### src/rtl/wb_sdram_arb_pkg.sv
// wb_sdram_arb_pkg: shared FSM encoding, Wishbone cycle-type constants and index-width helper
// for the SDRAM port arbiter.
package wb_sdram_arb_pkg;

    typedef enum logic [1:0] {
        ST_IDLE    = 2'd0,
        ST_GRANT   = 2'd1,
        ST_RELEASE = 2'd2
    } state_t;

    localparam logic [2:0] CTI_EOB     = 3'b111;
    localparam logic [2:0] CTI_CLASSIC = 3'b000;

    // A single port still needs a 1-bit index.
    function automatic int idx_w(input int n);
        return (n > 1) ? $clog2(n) : 1;
    endfunction

endpackage

### src/rtl/wb_sdram_rr_pick.sv
// wb_sdram_rr_pick: combinational round-robin priority encoder; returns the first
// requester at or above ptr, wrapping modulo N.
module wb_sdram_rr_pick
    import wb_sdram_arb_pkg::*;
#(
    parameter int N  = 3,
    parameter int IW = idx_w(N)
) (
    input  logic [N-1:0]  req,
    input  logic [IW-1:0] ptr,
    output logic [IW-1:0] idx,
    output logic          valid
);

    // Walk distances from farthest to nearest so the nearest requester is written last.
    always_comb begin
        idx   = '0;
        valid = 1'b0;
        for (int k = N - 1; k >= 0; k--)
            for (int j = 0; j < N; j++)
                if (req[j] && (int'(ptr) + k == j || int'(ptr) + k == j + N)) begin
                    idx   = IW'(j);
                    valid = 1'b1;
                end
    end

endmodule

### src/rtl/wb_sdram_port_arbiter.sv
// wb_sdram_port_arbiter: round-robin arbiter sharing the SDRAM controller Wishbone port.
// Define WB_ARB_PORT0_PRIO_EN to give port 0 absolute priority over the round-robin ports.
module wb_sdram_port_arbiter
    import wb_sdram_arb_pkg::*;
#(
    parameter int WB_PORTS = 3,
    parameter int AW       = 32,
    parameter int DW       = 32
) (
    input  logic                       wb_clk,
    input  logic                       wb_rst_n,
    input  logic [WB_PORTS*AW-1:0]     wb_adr_i,
    input  logic [WB_PORTS*DW-1:0]     wb_dat_i,
    input  logic [WB_PORTS*DW/8-1:0]   wb_sel_i,
    input  logic [WB_PORTS-1:0]        wb_we_i,
    input  logic [WB_PORTS-1:0]        wb_cyc_i,
    input  logic [WB_PORTS-1:0]        wb_stb_i,
    input  logic [WB_PORTS*3-1:0]      wb_cti_i,
    input  logic [WB_PORTS*2-1:0]      wb_bte_i,
    output logic [WB_PORTS*DW-1:0]     wb_dat_o,
    output logic [WB_PORTS-1:0]        wb_ack_o,
    output logic [AW-1:0]              m_adr_o,
    output logic [DW-1:0]              m_dat_o,
    output logic [DW/8-1:0]            m_sel_o,
    output logic                       m_we_o,
    output logic                       m_cyc_o,
    output logic                       m_stb_o,
    output logic [2:0]                 m_cti_o,
    output logic [1:0]                 m_bte_o,
    input  logic [DW-1:0]              m_dat_i,
    input  logic                       m_ack_i,
    output logic [WB_PORTS-1:0]        grant_o,
    output logic                       busy_o
);

    localparam int IW = idx_w(WB_PORTS);

    state_t               state;
    logic [IW-1:0]        g;
    logic [IW-1:0]        rr_ptr;
    logic [IW-1:0]        rr_idx;
    logic [IW-1:0]        pick_idx;
    logic                 rr_valid;
    logic                 pick_valid;
    logic                 adv;
    logic [WB_PORTS-1:0]  rr_req;

`ifdef WB_ARB_PORT0_PRIO_EN
    assign rr_req     = wb_cyc_i & ~WB_PORTS'(1);
    assign pick_idx   = wb_cyc_i[0] ? '0 : rr_idx;
    assign pick_valid = wb_cyc_i[0] | rr_valid;
    assign adv        = g != '0;
`else
    assign rr_req     = wb_cyc_i;
    assign pick_idx   = rr_idx;
    assign pick_valid = rr_valid;
    assign adv        = 1'b1;
`endif

    wb_sdram_rr_pick #(.N(WB_PORTS), .IW(IW)) u_pick (
        .req   (rr_req),
        .ptr   (rr_ptr),
        .idx   (rr_idx),
        .valid (rr_valid)
    );

    assign wb_dat_o = {WB_PORTS{m_dat_i}};

    // Outside GRANT every controller-side output is forced low, including during RELEASE.
    always_comb begin
        m_adr_o  = '0;
        m_dat_o  = '0;
        m_sel_o  = '0;
        m_we_o   = 1'b0;
        m_cyc_o  = 1'b0;
        m_stb_o  = 1'b0;
        m_cti_o  = '0;
        m_bte_o  = '0;
        wb_ack_o = '0;
        for (int i = 0; i < WB_PORTS; i++)
            if (state == ST_GRANT && g == IW'(i)) begin
                m_adr_o     = wb_adr_i[i*AW +: AW];
                m_dat_o     = wb_dat_i[i*DW +: DW];
                m_sel_o     = wb_sel_i[i*(DW/8) +: DW/8];
                m_we_o      = wb_we_i[i];
                m_cyc_o     = wb_cyc_i[i];
                m_stb_o     = wb_stb_i[i];
                m_cti_o     = wb_cti_i[i*3 +: 3];
                m_bte_o     = wb_bte_i[i*2 +: 2];
                wb_ack_o[i] = m_ack_i;
            end
    end

    always_ff @(posedge wb_clk or negedge wb_rst_n) begin
        if (!wb_rst_n) begin
            state   <= ST_IDLE;
            g       <= '0;
            rr_ptr  <= '0;
            grant_o <= '0;
            busy_o  <= 1'b0;
        end else begin
            case (state)
                ST_IDLE:
                    if (pick_valid) begin
                        state   <= ST_GRANT;
                        g       <= pick_idx;
                        grant_o <= WB_PORTS'(1) << pick_idx;
                        busy_o  <= 1'b1;
                    end
                ST_GRANT:
                    if (!m_cyc_o) begin
                        state   <= ST_RELEASE;
                        grant_o <= '0;
                        busy_o  <= 1'b0;
                        if (adv)
                            rr_ptr <= (g == IW'(WB_PORTS - 1)) ? '0 : g + IW'(1);
                    end
                ST_RELEASE:
                    state <= ST_IDLE;
                default:
                    state <= ST_IDLE;
            endcase
        end
    end

endmodule

### config.mk
export PLATFORM = sky130hd
export DESIGN_NAME = wb_sdram_port_arbiter
export DESIGN_NICKNAME = d
export VERILOG_FILES = /design/src/rtl/wb_sdram_arb_pkg.sv /design/src/rtl/wb_sdram_rr_pick.sv /design/src/rtl/wb_sdram_port_arbiter.sv
export SDC_FILE = /design/constraint.sdc
export NUM_CORES = 1
export LEC_CHECK = 0
export ABC_AREA = 1
export BUFFER_PORTS_ARGS = -buffer_cell sky130_fd_sc_hd__buf_2
export CAP_MARGIN = 10
export CORE_AREA = 2 2 169 171
export CTS_CLUSTER_DIAMETER = 100
export DETAILED_ROUTE_END_ITERATION = 12
export DIE_AREA = 0 0 171 173
export SLEW_MARGIN = 20
export SYNTH_ARGS = -nofsm -noshare
export SYNTH_HDL_FRONTEND = slang
export SYNTH_SLANG_ARGS = --single-unit
### constraint.sdc
create_clock -name wb_clk -period 1.38 [get_ports wb_clk]
set_input_delay 0.138 -clock wb_clk [delete_from_list [all_inputs] [get_ports wb_clk]]
set_output_delay 0.138 -clock wb_clk [all_outputs]
set_load 0.01 [all_outputs]
Word level (Yosys, flattened, before mapping)
Cells that the tools add are included.
{"block": "totals", "reg_bits": 10, "input_bits": 263, "wordCells": 111}
{"block": "op_classes", "addsub": 3, "n_eq_ne": 18, "shift": 1, "muxes": 54, "bitwise": 1, "n_reduce_logical": 29}
{"op": "2-to-1 mux 32 bit", "count": 6}
{"op": "== test 32 x 3 -> 1 bit (second input constant)", "count": 4}
{"op": "== test 32 x 4 -> 1 bit (second input constant)", "count": 4}
{"op": "zero test 32 bit", "count": 3}
{"op": "== test 32 x 2 -> 1 bit (second input constant)", "count": 2}
{"op": "2-to-1 mux 2 bit", "count": 13}
{"op": "2-to-1 mux 1 bit", "count": 24}
{"op": "2-to-1 mux 3 bit", "count": 5}
{"op": "logical AND 1 bit", "count": 12}
{"op": "2-to-1 mux 4 bit", "count": 3}
{"op": "logical OR 1 bit", "count": 7}
{"op": "== test 2 x 1 -> 1 bit (second input constant)", "count": 3}
{"op": "== test 2 bit (second input constant)", "count": 3}
{"op": "one-hot mux 3 bit (2 select lines)", "count": 1}
{"op": "AND reduction 2 bit", "count": 3}
{"op": "zero test 2 bit", "count": 2}
{"op": "inequality test 2 bit (second input constant)", "count": 2}
{"op": "one-hot mux 2 bit (2 select lines)", "count": 1}
{"op": "adder 2 x 1 -> 3 bit (second input constant)", "count": 1}
{"op": "adder 2 x 2 -> 3 bit (second input constant)", "count": 1}
{"op": "AND reduction 3 bit", "count": 1}
{"op": "left shift 1 x 2 -> 3 bit (first input constant)", "count": 1}
{"op": "adder 2 x 1 -> 2 bit (second input constant)", "count": 1}
{"op": "one-hot mux 1 bit (2 select lines)", "count": 1}
{"op": "other kinds (2)", "count": 2}

Logic depth before layout (Yosys ltp)
Gate-level depths: netlist of the first run.
{"block": "logic_depth", "ltp_word": 15, "ltp_mapped": 10}

Modules after synthesis
A second synthesis of the first run with hierarchy kept.
{"block": "hier_totals", "hier_cells": 516, "area_unflattened_um2": 2750.1}
{"module": "wb_sdram_port_arbiter", "instances": 1, "cells_each": 488, "area_per_inst_um2": 2615.0, "seq_area_each_um2": 250.2}
{"module": "wb_sdram_rr_pick", "instances": 1, "cells_each": 28, "area_per_inst_um2": 135.1, "seq_area_each_um2": 0.0}

Worst setup path before layout of the first run
Ideal clock, no wire load.
{"block": "synth_timing", "path_kind": "reg-to-reg", "startpoint": "reg rr_ptr[0]", "endpoint": "reg g[1]", "setup_ns": 0.126, "arrival_time_ns": 1.346, "required_time_ns": 1.254, "path_slack_ns": -0.092, "stages_incl_launch_ff": 11, "path_buffers": 0, "period_less_slack_ns": 1.472, "cell_sequence": "dfrtp_1 > inv_1 > ha_1 > nand2_1 > nand2_1 > nor2_1 > nand3_1 > nand2_1 > inv_1 > nand2_1 > o21ai_0"}
{"block": "synth_between", "elab_chain_len": 14, "word_cells_on_any_way": 51, "cone_classes": "add/sub (2); eq/ne (13); mux (16); reduce/logical (20)"}
{"element": "start: declaration", "line": "wb_sdram_port_arbiter.sv:40", "rtl": "logic [IW-1:0] rr_ptr;"}
{"element": "start signal: assignment", "line": "wb_sdram_port_arbiter.sv:116", "rtl": "rr_ptr <= (g == IW'(WB_PORTS - 1)) ? '0 : g + IW'(1);"}
{"element": "adder 2 x 2 -> 3 bit", "line": "wb_sdram_rr_pick.sv:21", "rtl": "if (req[j] && (int'(ptr) + k == j || int'(ptr) + k == j + N)) begin"}
{"element": "== test 32 x 3 -> 1 bit or zero test 32 bit (tied branches)", "line": "wb_sdram_rr_pick.sv:21"}
{"element": "logical OR 1 bit", "line": "wb_sdram_rr_pick.sv:21"}
{"element": "logical AND 1 bit", "line": "wb_sdram_rr_pick.sv:21"}
{"element": "2-to-1 mux 1 bit (9 in a row)", "line": "wb_sdram_rr_pick.sv:21"}
{"element": "AND reduction 2 bit (no line)"}
{"element": "end signal: assignment", "line": "wb_sdram_port_arbiter.sv:106", "rtl": "g <= pick_idx;"}
{"element": "end: declaration", "line": "wb_sdram_port_arbiter.sv:39", "rtl": "logic [IW-1:0] g;"}
Several ways; a longest one is shown, not always the timed one.
A chain may end at the register's enable or synchronous reset.

Worst setup path in the final report of the first run
{"block": "layout_timing", "startpoint": "reg state[0]", "endpoint": "out m_dat_o[9]"}
{"block": "layout_between", "elab_chain_len": 5, "word_cells_on_any_way": 7, "cone_classes": "eq/ne (1); mux (3); reduce/logical (3)"}
{"element": "start: declaration", "line": "wb_sdram_port_arbiter.sv:38", "rtl": "state_t state;"}
{"element": "start signal: assignment", "line": "wb_sdram_port_arbiter.sv:96", "rtl": "state <= ST_IDLE;"}
{"element": "start signal: assignment", "line": "wb_sdram_port_arbiter.sv:105", "rtl": "state <= ST_GRANT;"}
{"element": "start signal: assignment", "line": "wb_sdram_port_arbiter.sv:112", "rtl": "state <= ST_RELEASE;"}
{"element": "== test 2 x 1 -> 1 bit *", "line": "wb_sdram_port_arbiter.sv:81", "rtl": "if (state == ST_GRANT && g == IW'(i)) begin"}
{"element": "logical AND 1 bit", "line": "wb_sdram_port_arbiter.sv:81"}
{"element": "2-to-1 mux 32 bit (2 in a row)", "line": "wb_sdram_port_arbiter.sv:81"}
{"element": "2-to-1 mux 32 bit *", "line": "wb_sdram_port_arbiter.sv:81"}
{"element": "end: declaration", "line": "wb_sdram_port_arbiter.sv:23", "rtl": "output logic [DW-1:0] m_dat_o,"}
Mark *: on every way between the ends. The rest lies on a longest branch, timed or not.

==> results.json, run 1 <==
{
  "fin_ws_ns": -0.366,
  "cts.path.max_buffers": 2,
  "use_met3_pct": 2.22,
  "fin_worst_skew_ns": 0.00615,
  "synth_top_cell_by_area": "nand3_1",
  "htreeDepth": 1,
  "avgSynthCellArea_um2": 5.66,
  "synthCells": 529,
  "nets": 1035,
  "finalMaxSlewViolations": 0,
  "cts_tree": "built",
  "hpwl_um": 11300,
  "ir_drop_mv": 1.34,
  "final_layout_size_suffix_gt1_share_pct": 62.3,
  "synth.most_common_cell": "nand3_1",
  "fin_setup_tns_ns": -25.94,
  "yosysWarnings": 0,
  "r2r_start": "rr_ptr[0]",
  "grt_pass1_wl_um": 22500,
  "met1_usage_pct": 10.1,
  "drt_iter0_drc": 294,
  "seq_area_um2": 253,
  "gp_congestion": 0.795,
  "clock_latency_ns": 0.24,
  "syn2layout_area_growth_pct": 88.2,
  "synth_edf_count": 0,
  "viasPerCell": 4.03,
  "crit_path_start_kind": "register",
  "grt_pass1_vias": 4487,
  "grt_max_degree": 72,
  "stdcell_count": 1147,
  "postRouteAntennaNets": 0,
  "cp.arrival_ns": 1.61,
  "num_rows": 61,
  "pwr-share-comb_pct": 89.4,
  "routed_wl_um": 17100,
  "die_w_um": 171,
  "netSwitchingFraction_pct": 50.1,
  "grt-busiest-layer": "met2",
  "place_ws_ns": -0.167,
  "setup_viol_count_final": 89,
  "antenna_found_initial": 1,
  "slew_headroom_pct": 76.6,
  "yosysTopAreaCellShare_pct": 39.6,
  "crit_path_top_delay_cell": "dfrtp_1",
  "r2r-end": "grant_o[0]",
  "run_status": "finished with violations",
  "multi_input_area_mm2": 0.00218,
  "pwr-share-seq_pct": 5.1,
  "fin_crit_sh_pct": 127,
  "pwr_density_cell_mw_per_mm2": 1920,
  "critical_path_class": "register to output pin",
  "cp.required_ns": 1.24,
  "use_met2_pct": 17.7,
  "rrSetupSlack_ns": -0.13,
  "slowest_delay_ns": 0.35,
  "start_util_pct": 10.8,
  "synth_area_mm2": 0.00299,
  "fill_cells": 3099,
  "drv_cap": 0,
  "critPathCaptureType": "output pin",
  "min_path_type": "input port to async pin",
  "synth_seq_area_share_pct": 8.36,
  "failed_checks": "negative setup slack",
  "num_vias": 4628,
  "fmax_ghz": 0.573,
  "core_mm2": 0.0276,
  "cts.sinks": 10,
  "p_leak_nw": 3.03,
  "synth_cell_types": 19,
  "pin_count": 442,
  "synthTopCellsByArea": "nand3_1, buf_4, nand2_1",
  "cts_buffers": 3,
  "first_pass_iters": 5,
  "tightest_slew_ns": 0.351,
  "dp.cells": 1119,
  "switching_power_mw": 5.42,
  "cts_root_buf": "clkbuf_16",
  "die-area_mm2": 0.0296,
  "rsz0062_at_grt": "true",
  "post_drt_wl_per_cell_um": 14.9,
  "power.share.clock_pct": 5.5,
  "final_util_pct": 20.4,
  "drc": 0,
  "hold_violations": 0,
  "ys_seq_elements": 10,
  "finalCriticalPeriod_ns": 1.75,
  "yosys-top-cells-count": "nand3_1, buf_4, nand2_1",
  "diodes": 0,
  "power_mw": 10.8,
  "clk_pin_slew_ns": 0.05,
  "overflow": 0,
  "die_y_um": 173,
  "worstPathMaxFanout": 71,
  "io_buffers": 313,
  "path_cells": "inv_2 -> nor2_4 -> buf_12 -> nand3_1 -> nand3_2 -> buf_6",
  "r2r_cells": 10,
  "synth_top_flop_cell": "dfrtp_1",
  "intPower_mw": 5.41,
  "async_flop_share_pct": 100,
  "track_usage_pct": 9.59,
  "synth_fp_nets": 794
}
==> stage by stage <==
step | hold slack [ns] | instance area (µm²)
2_1_floorplan | -0.158 | 3000
3_3_place_gp | 0.00921 | 4490
3_5_place_dp | 0.0107 | 4490
4_1_cts | 0.276 | 5250
5_1_grt | 0.276 | 5630
6_report | 0.276 | 5630
==> power groups by stage <==
| stage | sequential [mW] | clock [mW] | combinational, mW |
|---|---|---|---|
| after floorplan | 0.530 | 0 | 4.08 |
| after CTS | 0.533 | 0.592 | 8.60 |
| final | 0.552 | 0.593 | 9.69 |
| after global routing | 0.573 | 0.625 | 10.4 |
| after global placement | 0.516 | 0 | 6.69 |
| after detailed placement | 0.519 | 0 | 6.72 |
==> worst max path at each step <==
stage | start | to | slack, ns
6_report | state[0] | m_dat_o[9] | -0.37
5_1_grt | state[0] | m_dat_o[15] | -0.46
4_1_cts | g[0] | m_adr_o[14] | -0.37
2_1_floorplan | rr_ptr[1] | g[1] | -0.04
3_5_place_dp | g[0] | m_adr_o[31] | -0.17
3_3_place_gp | g[0] | m_adr_o[31] | -0.17
==> area by class of cell <==
class | instances | share of cell area, %
clock buffers | 4 | 1.58
inverters | 16 | 1.29
multi-input cells | 366 | 38.7
flip-flops and latches | 10 | 4.49
well taps | 378 | 8.39
repair buffers | 373 | 45.5
==> worst max-delay path, delay by kind of cell, from the launching register on <==
family	cells	cell delay (ns)
buffers and inverters	3	0.47
DFF	1	0.35
and+or+nand+nor	3	0.50
==> cells in the final DEF (no fill, tap or decap), types with 2 or more instances in the layout <==
master	count
nand2_2	14
nand2_4	5
buf_6	42
inv_2	4
nand2_1	92
nor2_4	3
inv_1	9
nor2_1	6
buf_2	287
buf_16	4
clkbuf_16	5
buf_12	16
nand3_1	170
nand3_2	66
ha_4	2
buf_4	20
dfrtp_2	2
dfrtp_1	8
a21oi_1	2
==> logic make-up after synthesis <==
family	after synthesis	synth area share, %
AOI/OAI and AO/OA	4	0.668
and+or+nand+nor	360	55.8
adders and majority gates	2	0.836
DFF	10	8.36
buffers and inverters	153	34.3
==> per-layer routing <==
metal,routed length (µm),vias up
li1,-,2170
met1,6090,2097
met2,8530,298
met3,1720,61
met4,791,2
met5,13,-
==> registers in the layout (all words and copies together) (netlist names) <==
signal and flops:
rr_ptr 2, g 2, busy_o 1, grant_o 3, state 2
==> repair_timing <==
| action | 4_1_cts | 5_1_grt |
|---|---|---|
| endpoints found under the setup margin | 89 | 89 |
| hold buffers | 1 | 0 |
| endpoints found under the hold margin | 10 | 0 |
| gates resized for setup | 80 | 79 |
| pin swaps | 45 | 27 |
| gates cloned | 6 | 3 |
| buffers inserted | 14 | 2 |
(Power assumes the default switching activity.)
==> inputs of run 2 (changes only) <==
--- a/config.mk
+++ b/config.mk
@@ -9,9 +9,11 @@
 export BUFFER_PORTS_ARGS = -buffer_cell sky130_fd_sc_hd__buf_2
 export CAP_MARGIN = 10
 export CORE_AREA = 2 2 169 171
+export CTS_BUF_LIST = sky130_fd_sc_hd__clkbuf_4
 export CTS_CLUSTER_DIAMETER = 100
 export DETAILED_ROUTE_END_ITERATION = 12
 export DIE_AREA = 0 0 171 173
+export SKIP_LAST_GASP = 1
 export SLEW_MARGIN = 20
 export SYNTH_ARGS = -nofsm -noshare
 export SYNTH_HDL_FRONTEND = slang
==> run 2 against run 1 <==
  * The run still ends with negative setup slack left
  * Sequential cell count is the same
  * Critical path depth grew 2
  * Clock-buffer cell count shrank 1
  * First-iteration DRC count grew 2.0%
  * Design area shrank 5.7%
  * Largest power group unchanged
  * Via count grew 1.6%
  * Highest routed layer unchanged
==> results.json, run 2 (synthesis gave the netlist of run 1 again) <==
{
  "post_drt_wl_per_cell_um": 15.1,
  "drt_iter0_drc": 300,
  "drv_cap": 0,
  "fin_worst_skew_ns": 0.0130,
  "critPathCaptureType": "output pin",
  "min_path_type": "input port to async pin",
  "final_util_pct": 19.2,
  "slowest_delay_ns": 0.41,
  "cp.arrival_ns": 1.64,
  "ir_drop_mv": 1.07,
  "hpwl_um": 11300,
  "htreeDepth": 1,
  "stdcell_count": 1155,
  "drc": 0,
  "p_leak_nw": 2.93,
  "num_rows": 61,
  "postRouteAntennaNets": 0,
  "routed_wl_um": 17500,
  "nets": 1043,
  "rsz0062_at_grt": "true",
  "cp.required_ns": 1.24,
  "pwr-share-seq_pct": 5.1,
  "dpl-instance-area_mm2": 0.00449,
  "io_buffers": 313,
  "run_status": "finished with violations",
  "setup_viol_count_final": 89,
  "die_y_um": 173,
  "overflow": 0,
  "fmax_ghz": 0.562,
  "fin_area_mm2": 0.00531,
  "tightest_slew_ns": 0.242,
  "core_mm2": 0.0276,
  "crit_path_start_kind": "register",
  "cts.path.max_buffers": 2,
  "finalMaxSlewViolations": 0,
  "finalCriticalPeriod_ns": 1.78,
  "die-area_mm2": 0.0296,
  "slew_headroom_pct": 83.9,
  "syn2layout_area_growth_pct": 77.4,
  "final_common_cell": "buf_2",
  "cts.sinks": 10,
  "power_mw": 10.1,
  "intPower_mw": 5.00,
  "fin_ws_ns": -0.401,
  "pin_count": 442,
  "crit_buf_inv": 4,
  "cp_common_cell": "buf_12",
  "worstPathMaxFanout": 18,
  "crit_path_top_delay_cell": "dfrtp_1",
  "pwr-share-comb_pct": 92.7,
  "top_register": "grant_o",
  "fin_crit_sh_pct": 129,
  "switching_power_mw": 5.10,
  "critPathTopFamily": "buffers and inverters",
  "netSwitchingFraction_pct": 50.5,
  "viasPerCell": 4.07,
  "cts_root_buf": "clkbuf_4",
  "clock_latency_ns": 0.28,
  "final_layout_size_suffix_gt1_share_pct": 53.9,
  "cts_tree": "built",
  "dp.cells": 1119,
  "hold_violations": 0,
  "diodes": 0,
  "critical_path_class": "register to output pin",
  "grt_max_degree": 45,
  "track_usage_pct": 9.75,
  "path_cells": "nor2_4 -> buf_12 -> nand2_4 -> clkinv_8 -> buf_12 -> nand2_1 -> nand3_1 -> buf_2",
  "final_cell_mix": "buf_2, nand3_1, nand2_1",
  "grt_pass1_wl_um": 22700,
  "grt_pass1_vias": 4381,
  "failed_checks": "negative setup slack",
  "power.share.clock_pct": 2.2,
  "antenna_found_initial": 1,
  "clk_pin_slew_ns": 0.08,
  "fin_setup_tns_ns": -29.31,
  "gp_congestion": 0.795,
  "first_pass_iters": 5,
  "largest_reg_flops": 3,
  "start_util_pct": 10.8,
  "pwr_density_cell_mw_per_mm2": 1900,
  "die_w_um": 171,
  "cts_buffers": 3,
  "num_vias": 4700
}
-- run 2: what timing repair did --
action | in CTS | in global routing
pin swaps | 10 | 15
hold buffers | 1 | 0
gates cloned | 7 | 7
resized for setup | 28 | 37
setup endpoints to repair | 89 | 89
endpoints found under the hold margin | 10 | 0
buffers inserted | 13 | 7
-- run 2: cell type report --
| type | count | area [µm²] |
|---|---|---|
| inverter | 16 | 75.1 |
| clock buffer | 3 | 22.5 |
| multi-input combinational | 366 | 1860 |
| clock inverter | 1 | 3.75 |
| tap | 378 | 473 |
| fill | 3150 | 22300 |
| sequential | 10 | 250 |
| timing repair buffer | 381 | 2630 |
-- run 2: per-stage QoR --
stage,hold WS (ns),worst slack (ns)
final,0.235,-0.401
after detailed placement,0.0107,-0.167
after CTS,0.239,-0.416
after floorplan,-0.158,-0.0411
after global placement,0.00921,-0.167
after global routing,0.242,-0.487
-- run 2: power groups by stage --
stage,combinational [mW],sequential [mW],clock (mW)
3_5_place_dp,6.72,0.519,0
2_1_floorplan,4.08,0.530,0
4_1_cts,8.43,0.515,0.226
6_report,9.37,0.517,0.220
5_1_grt,10.1,0.537,0.241
3_3_place_gp,6.69,0.516,0
-- run 2: worst reg2reg max path: stages (launching register included) --
cell	delay [ns]
dfrtp_1	0.41
nor2_4	0.14
buf_12	0.14
bufbuf_16	0.33
nand4_2	0.24
nand3_1	0.15
nand2_1	0.06
-- run 2: final timing paths --
check / depth (start not counted) / end / slack, ns / start
worst min register to register: 2 / busy_o / 0.48 / busy_o
max in group asynchronous: 2 / g[1] / 0.94 / wb_rst_n
worst max register to register: 6 / grant_o[0] / -0.20 / state[1]
worst max-delay path: 8 / m_adr_o[11] / -0.40 / state[1]
min in group wb_clk: 3 / state[0] / 0.24 / wb_cyc_i[0]
worst min-delay path: 2 / grant_o[0] / 0.24 / wb_rst_n
-- run 2: metal layers --
layer	GRT usage [%]	wire length [µm]	vias to the layer above
met3	2.20	1710	67
met2	17.8	8250	300
met1	10.7	6640	2137
li1	-	-	2194
met5	0	13	-
met4	4.13	842	2
